[src/rtl/pwm_pkg.sv]
`default_nettype none
// +--------------------------------------------------------------------+
// | pwm_pkg                                                            |
// | Shared ramp FSM state type and width defaults for the PWM ramp.    |
// | Revision: 1.0                                                      |
// +--------------------------------------------------------------------+
package pwm_pkg;

    localparam int c_duty_w_dflt  = 8;
    localparam int c_pre_w_dflt   = 11;
    // Step period is 2^(speed + c_pre_exp_off) cycles.
    localparam int c_pre_exp_off  = 3;

    typedef enum logic [1:0] {
        ST_IDLE      = 2'd0,
        ST_RAMP_UP   = 2'd1,
        ST_RAMP_DOWN = 2'd2
    } ramp_state_t;

endpackage
`default_nettype wire

[src/rtl/pwm_core.sv]
`default_nettype none
// +--------------------------------------------------------------------+
// | pwm_core                                                           |
// | Free-running period counter, period-aligned shadow duty, and       |
// | registered comparator producing the PWM waveform.                  |
// | Revision: 1.0                                                      |
// +--------------------------------------------------------------------+
module pwm_core #(
    parameter int DUTY_W = 8
) (
    input  logic              clk,
    input  logic              rst_n,
    input  logic              enable,
    input  logic [DUTY_W-1:0] duty,
    output logic              pwm
);

    localparam logic [DUTY_W-1:0] c_cnt_max = {DUTY_W{1'b1}};

    logic [DUTY_W-1:0] r_cnt;
    logic [DUTY_W-1:0] r_duty_applied;
    logic              r_pwm;

    // Shadow duty only changes on the last count so a period is never split.
    always_ff @(posedge clk or negedge rst_n) begin
        if (!rst_n) begin
            r_cnt          <= '0;
            r_duty_applied <= '0;
            r_pwm          <= 1'b0;
        end else if (!enable) begin
            r_cnt          <= '0;
            r_pwm          <= 1'b0;
        end else begin
            r_cnt <= r_cnt + DUTY_W'(1);
            if (r_cnt == c_cnt_max) begin
                r_duty_applied <= duty;
            end
            r_pwm <= (r_cnt < r_duty_applied);
        end
    end

    assign pwm = r_pwm;

endmodule
`default_nettype wire

[src/rtl/pwm_ramp_ctrl.sv]
`default_nettype none
// +--------------------------------------------------------------------+
// | pwm_ramp_ctrl                                                      |
// | Ramps a PWM duty cycle toward a loaded target at a selectable rate.|
// | Revision: 1.0                                                      |
// +--------------------------------------------------------------------+
module pwm_ramp_ctrl
    import pwm_pkg::*;
#(
    parameter int DUTY_W = c_duty_w_dflt,
    parameter int PRE_W  = c_pre_w_dflt
) (
    input  logic              clk,
    input  logic              rst_n,
    input  logic              enable,
    input  logic [2:0]        speed,
    input  logic [DUTY_W-1:0] target,
    input  logic              load,
    output logic [DUTY_W-1:0] duty,
    output logic              busy,
    output logic              done,
    output logic              pwm
);

    ramp_state_t       r_state;
    ramp_state_t       w_state_nxt;
    logic [DUTY_W-1:0] r_duty;
    logic [DUTY_W-1:0] w_duty_nxt;
    logic [DUTY_W-1:0] r_target_q;
    logic [DUTY_W-1:0] w_target_nxt;
    logic [2:0]        r_speed_q;
    logic [2:0]        w_speed_nxt;
    logic [PRE_W-1:0]  r_pre;
    logic [PRE_W-1:0]  w_pre_nxt;
    logic [PRE_W-1:0]  w_pre_tc;
    logic [3:0]        w_pre_exp;
    logic              r_done;
    logic              w_done_nxt;
    logic              w_tick;
    logic [DUTY_W-1:0] w_duty_step;

    assign w_pre_exp   = {1'b0, r_speed_q} + 4'(c_pre_exp_off);
    assign w_pre_tc    = (PRE_W'(1) << w_pre_exp) - PRE_W'(1);
    assign w_tick      = (r_state != ST_IDLE) && (r_pre == w_pre_tc);
    assign w_duty_step = (r_state == ST_RAMP_UP) ? (r_duty + DUTY_W'(1))
                                                 : (r_duty - DUTY_W'(1));

    always_ff @(posedge clk or negedge rst_n) begin
        if (!rst_n) begin
            r_state    <= ST_IDLE;
            r_duty     <= '0;
            r_target_q <= '0;
            r_speed_q  <= '0;
            r_pre      <= '0;
            r_done     <= 1'b0;
        end else begin
            r_state    <= w_state_nxt;
            r_duty     <= w_duty_nxt;
            r_target_q <= w_target_nxt;
            r_speed_q  <= w_speed_nxt;
            r_pre      <= w_pre_nxt;
            r_done     <= w_done_nxt;
        end
    end

    // Priority: enable low aborts, then load (beats a coincident tick), then ramp.
    always_comb begin
        w_state_nxt  = r_state;
        w_duty_nxt   = r_duty;
        w_target_nxt = r_target_q;
        w_speed_nxt  = r_speed_q;
        w_pre_nxt    = r_pre;
        w_done_nxt   = 1'b0;

        if (!enable) begin
            w_state_nxt = ST_IDLE;
            w_pre_nxt   = '0;
        end else if (load) begin
            w_target_nxt = target;
            w_speed_nxt  = speed;
            w_pre_nxt    = '0;
            if (target > r_duty) begin
                w_state_nxt = ST_RAMP_UP;
            end else if (target < r_duty) begin
                w_state_nxt = ST_RAMP_DOWN;
            end else begin
                w_state_nxt = ST_IDLE;
                w_done_nxt  = 1'b1;
            end
        end else begin
            case (r_state)
                ST_RAMP_UP, ST_RAMP_DOWN: begin
                    if (w_tick) begin
                        w_duty_nxt = w_duty_step;
                        w_pre_nxt  = '0;
                        if (w_duty_step == r_target_q) begin
                            w_state_nxt = ST_IDLE;
                            w_done_nxt  = 1'b1;
                        end
                    end else begin
                        w_pre_nxt = r_pre + PRE_W'(1);
                    end
                end
                default: begin
                    w_state_nxt = ST_IDLE;
                    w_pre_nxt   = '0;
                end
            endcase
        end
    end

    pwm_core #(
        .DUTY_W (DUTY_W)
    ) u_pwm_core (
        .clk    (clk),
        .rst_n  (rst_n),
        .enable (enable),
        .duty   (r_duty),
        .pwm    (pwm)
    );

    assign duty = r_duty;
    assign busy = (r_state != ST_IDLE);
    assign done = r_done;

endmodule
`default_nettype wire

[config.mk]
export PLATFORM = sky130hd
export DESIGN_NAME = pwm_ramp_ctrl
export DESIGN_NICKNAME = d
export VERILOG_FILES = /design/src/rtl/pwm_pkg.sv /design/src/rtl/pwm_core.sv /design/src/rtl/pwm_ramp_ctrl.sv
export SDC_FILE = /design/constraint.sdc
export NUM_CORES = 1
export LEC_CHECK = 0
export BUFFER_PORTS_ARGS = -buffer_cell sky130_fd_sc_hd__buf_2
export CAP_MARGIN = 10
export CORE_ASPECT_RATIO = 0.8
export CORE_MARGIN = 3
export CORE_UTILIZATION = 60
export DETAILED_ROUTE_END_ITERATION = 7
export PLACE_DENSITY = 0.81
export SETUP_SLACK_MARGIN = 0.15
export SYNTH_ARGS = -nofsm -noshare
export SYNTH_HDL_FRONTEND = slang
export SYNTH_HIERARCHICAL = 1
export SYNTH_SLANG_ARGS = --single-unit
[constraint.sdc]
create_clock -name clk -period 3.3 [get_ports clk]
set_clock_uncertainty 0.1 [all_clocks]
set_input_delay 0.165 -clock clk [delete_from_list [all_inputs] [get_ports clk]]
set_output_delay 0.165 -clock clk [all_outputs]
set_load 0.01 [all_outputs]
* Yosys cells after proc, flatten, opt, wreduce, memory -nomap -nowiden
Index checks and enable logic that the tools add are counted.
Word-level totals: bits in registers 50, bits of input ports 15, output and inout port bits 11, logic and storage cells 55
Cells by class: add/sub/neg operators 6, magnitude comparators 3, equal/unequal tests 7, shift operators 1, mux-type cells 21, bitwise logic cells 1, reduce and logical (&&, ||, !) cells 7
Operators by type and width (count):
- $mux 11 | 4
- $add 8x1->8 const B | 2
- $lt 8x8->1 | 2
- $mux 8 | 2
- $mux 2 | 7
- $add 11x1->11 const B | 1
- $eq 11x11->1 | 1
- $shl 1x4->11 const A | 1
- $sub 11x2->11 const B | 1
- $eq 8x8->1 | 1
- $eq 8x8->1 const B | 1
- $gt 8x8->1 | 1
- $mux 1 | 8
- $ne 4x4->1 const B | 2
- $sub 8x1->8 const B | 1
- $reduce_and 2->1 | 3
- $add 3x2->4 const B | 1
- $reduce_and 4->1 | 1
- $eq 2x1->1 const B | 1
- $eq 2x2->1 const B | 1
- $reduce_bool 2->1 | 1
- $reduce_or 2->1 | 1
- $logic_and 1x1->1 | 1
- $not 1->1 | 1

* Longest topological paths before layout
depth in word-level cells 9, mapped depth 11, gate-level depth less buffers 10

* Cells and area by module
Netlist, hierarchy kept.
By module, submodules not included:
- pwm_ramp_ctrl | times used 1, cells each 224, area each 2170.8 sq um, sequential area each 825.8 sq um
- pwm_core | times used 1, cells each 74, area each 857.1 sq um, sequential area each 425.4 sq um

* Worst setup path after synthesis
Ideal clock, no wire load.
path type register -> register, start point register r_state[1], end point register r_state[0], library setup time 0.129 ns, arrival 2.541 ns, data required time 3.071 ns, slack 0.530 ns, cell stages (with the launch flop) 12, path buffers 1, period minus slack after synthesis 2.770 ns, path through dfrtp_1 -> inv_1 -> ha_1 -> inv_1 -> ha_1 -> buf_2 -> nor2_1 -> a21oi_1 -> o32ai_1 -> or4_4 -> nor4_2 -> o21ai_1
Between the ends: longest elaborated chain between the ends 5, elaborated cells on any way between the ends 13, classes of those cells eq/ne: 5; mux: 4; reduce/logical: 4
Ends and longest elaborated chain:
- start, declared | RTL line pwm_ramp_ctrl.sv:25 | ramp_state_t r_state;
- start signal, assigned | RTL line pwm_ramp_ctrl.sv:57 | r_state <= w_state_nxt;
- $eq 2x1->1 or $eq 2x2->1 (tied branches) | RTL line pwm_ramp_ctrl.sv:45, pwm_ramp_ctrl.sv:91
- $mux 8 or $reduce_or 2->1 (tied branches) | RTL line pwm_ramp_ctrl.sv:45, pwm_ramp_ctrl.sv:91
- $eq 8x8->1 or $mux 2 (tied branches) | RTL line pwm_ramp_ctrl.sv:96, pwm_ramp_ctrl.sv:91
- $ne 4x4->1 (no source line) or $mux 2 (tied branches)
- $reduce_and 2->1 (no source line) or $mux 2 (tied branches)
Several ways; a longest one is shown, not always the timed one. A chain may end at the register's enable or synchronous reset.

* Final worst setup path
start point register r_state[0], end point register r_state[1]
The elaborated chain is that of the path after synthesis.

==> qor.tcl <==
set qor(initial_antenna_violation_count) 0
set qor(placement.setup.worst_slack_ps) 272
set qor(endpoint_kind) {register}
set qor(worstSetupPathType) {reg2reg}
set qor(synth.lib_cells_used.distinct) 49
set qor(dr.first_iter.drc_count) 149
set qor(timing_worst_slew_pin_value_ps) 636
set qor(drc) 0
set qor(crit_path_start_kind) {register}
set qor(timing.final.max_slew_violations) 0
set qor(gp_routability_congestion) 0.850
set qor(fin_crit_sh_pct) 88.9
set qor(synth_top_cells_by_area) {dfrtp_1 (41%), ha_1 (11%), mux2_2 (6.7%), xnor2_1 (6.4%), nor2_1 (3.1%)}
set qor(fin_hold_ws_ps) 14.1
set qor(synth-edff-count) 0
set qor(internal-power_uw) 909
set qor(totalNegativeSetupSlack_ps) 0
set qor(ctsLongestPathBuffers) 2
set qor(cts-buffers-inserted) 5
set qor(cts_sinks) 50
set qor(crit_arrival_ps) 3020
set qor(report.final.setup_viol) 0
set qor(n_fill_cell) 353
set qor(cts_tree) {built}
set qor(largest_net_degree_at_the_start_of_global_routing) 29
set qor(cts-htree-levels) 2
set qor(route.vias.total) 2274
set qor(synth_largest_area_cell) {dfrtp_1}
set qor(fin_area_mm2) 0.00338
set qor(total_leakage_power_uw) 0.00152
set qor(clock-root-buffer) {clkbuf_8}
set qor(synth_cells) 298
set qor(cp_data_required_time_ps) 3380
set qor(worstSkewPairLatency_ps) 300
set qor(finalHoldViolations) 0
set qor(syn_area_per_cell_um2) 10.2
set qor(synth.cell_area_mm2) 0.00303
set qor(drtPass1Iterations) 4
set qor(multiInputGateArea_mm2) 0.00167
set qor(cts_setup_buffers) 0
set qor(n_antenna_cell) 0
set qor(final_util_pct) 71.3
set qor(wire_per_inst_um) 15.2
set qor(route.detailed.vias_per_inst) 5.82
set qor(die_y_um) 69.5
set qor(synth.net_count) 340
set qor(dp_hpwl_mm) 4.56
set qor(synth_async_sr_flop_share_pct) 100
set qor(drv.max_cap_violation_count) 0
set qor(synth_seq_cells) 50
set qor(yosysSeqAreaShare_pct) 41.3
set qor(combinational_fraction_of_design_power_pct) 13.3
set qor(hold_path_class) {in2reg}
set qor(nets) 372
set qor(die_area_mm2) 0.00594
set qor(grt_first_pass_wirelength_mm) 10.0
set qor(overflow) 0
set qor(synth_top_area_share_pct) 41.3
set qor(initial_core_util_pct) 64.0
set qor(first_global_vias) 2139
set qor(buffer_ports.inserted) 25
set qor(num_io_pins) 26
set qor(areaGrowthSynthToFinish_pct) 11.5
set qor(run_status) {finished, final reports clean}
set qor(yosysWarningCount) 6
set qor(seq_power_share_pct) 54.9
set qor(totalWireLength_mm) 5.96
set qor(power_per_cell_area_mw_per_mm2) 362
set qor(std_cell_rows) 22
set qor(switchingPower_uw) 313
set qor(crit_path_max_fanout) 7
set qor(switching_share_pct) 25.6
set qor(setup_ws_ps) 366
set qor(ant_nets) 0
set qor(placement.cell_area_mm2) 0.00322
set qor(achievable-frequency_mhz) 341
set qor(clock_power_share_pct) 31.8
set qor(rsz0062_at_grt) {no}
set qor(synth_top_flop_cell) {dfrtp_1}
set qor(dieWidth_um) 85.4
set qor(ir_worst_vdd_mv) 0.254
set qor(grtUsageTotal_pct) 21.2
set qor(post-route-min-period_ps) 2930
set qor(fp.coreArea_mm2) 0.00473
set qor(path_clk_slew_ps) 90
set qor(drive_gt1_share_pct) 19.6
set qor(layout.area.seq_mm2) 0.00125
set qor(slew_headroom_pct) 57.5
## synthesized netlist by cell type, types with 2 or more instances
cell type	instances
a2111oi_0	3
a211oi_1	2
a21o_1	3
a21oi_1	13
and2_1	2
buf_2	3
clkbuf_1	3
dfrtp_1	50
ha_1	26
inv_1	23
mux2_1	2
mux2_2	18
nand2_1	19
nand2b_1	2
nand3_1	9
nand4_1	10
nor2_1	25
nor2b_1	3
nor3b_1	2
nor4_1	3
o211ai_1	3
o21ai_0	6
o21ai_1	8
or3_1	5
xnor2_1	22
xor2_1	10
## state kept, by name, indices dropped and copies added (netlist names)
name and cells:
r_state 2, u_pwm_core/r_cnt 8, u_pwm_core/r_duty_applied 8, done 1
u_pwm_core/pwm 1, r_target_q 8, r_pre 11, r_speed_q 3
duty 8
## per-layer routing
metal	wire length, um	GRT usage [%]	part of all wire, %
met1	2860	30.6	48
met2	2690	32.2	45
met3	319	3.92	5.4
met4	82	6.85	1.4
met5	0	0	0
## per-stage QoR
step                cells  total power [uW]
finish                391              1220
CTS                   391              1230
global placement      379               834
floorplan             298               784
detailed placement    379               838
global route          391              1280
## power by group through the flow
| stage | logic, uW | clock network [uW] | registers [uW] |
|---|---|---|---|
| after CTS | 162 | 403 | 669 |
| after floorplan | 116 | 0 | 667 |
| after detailed placement | 157 | 0 | 681 |
| after global placement | 154 | 0 | 680 |
| final | 162 | 389 | 670 |
| after global routing | 182 | 425 | 674 |
## timing repair
| action | in CTS | in global routing |
|---|---|---|
| hold buffers | 4 | 0 |
| resized for setup | 0 | 2 |
| endpoints found under the hold margin | 30 | 0 |
| endpoints found under the setup margin | 0 | 3 |
## layout by cell type (no fill, tap or decap), types with 4 or more instances in the layout
cell type,n
inv_1,23
clkbuf_8,7
o21ai_1,8
dlygate4sd3_1,4
nor2_1,25
nand3_1,9
o21ai_0,6
dfrtp_1,50
xor2_1,10
mux2_2,18
or3_1,5
nand4_1,10
nand2_1,19
buf_2,25
ha_1,26
xnor2_1,21
a21oi_1,12
## path summary, 6_finish.rpt
check / startpoint / to / slack, ps / cells past startpoint
min in group asynchronous: rst_n / u_pwm_core/r_cnt[4] / 290 / 2
setup / recovery: r_state[0] / r_state[1] / 370 / 9
hold reg to reg: u_pwm_core/r_cnt[0] / u_pwm_core/r_cnt[0] / 390 / 1
setup reg to reg: r_state[0] / r_state[1] / 370 / 9
hold / removal: target[1] / r_target_q[1] / 10 / 2
max in group asynchronous: rst_n / r_target_q[4] / 2070 / 3
## cell families after synthesis
family          count (synthesis)  share of synthesized area, %
compound gates                 47                          10.4
xor+xnor                       32                          9.26
fa+ha+maj                      27                          11.4
buf+inv                        30                          3.84
flops                          50                          41.3
mux                            20                          7.44
simple gates                   92                          16.4
## area by class of cell
type	instances	area share, %
clock buffer	7	2.85
clock inverter	1	0.259
inverter	23	2.56
multi-input combinational	218	49.5
sequential	50	37.1
tap	60	2.22
timing repair buffer	32	5.56
## worst max-delay path, cell delays in order (launching register included)
cell and delay (ps):
dfrtp_1 410, ha_1 250, inv_1 220, ha_1 280, a211oi_1 330, or2_4 220, o32ai_1 80, or4_4 530
nor4_2 300, o21ai_1 100
No activity file was read; power rests on OpenSTA's default activity.
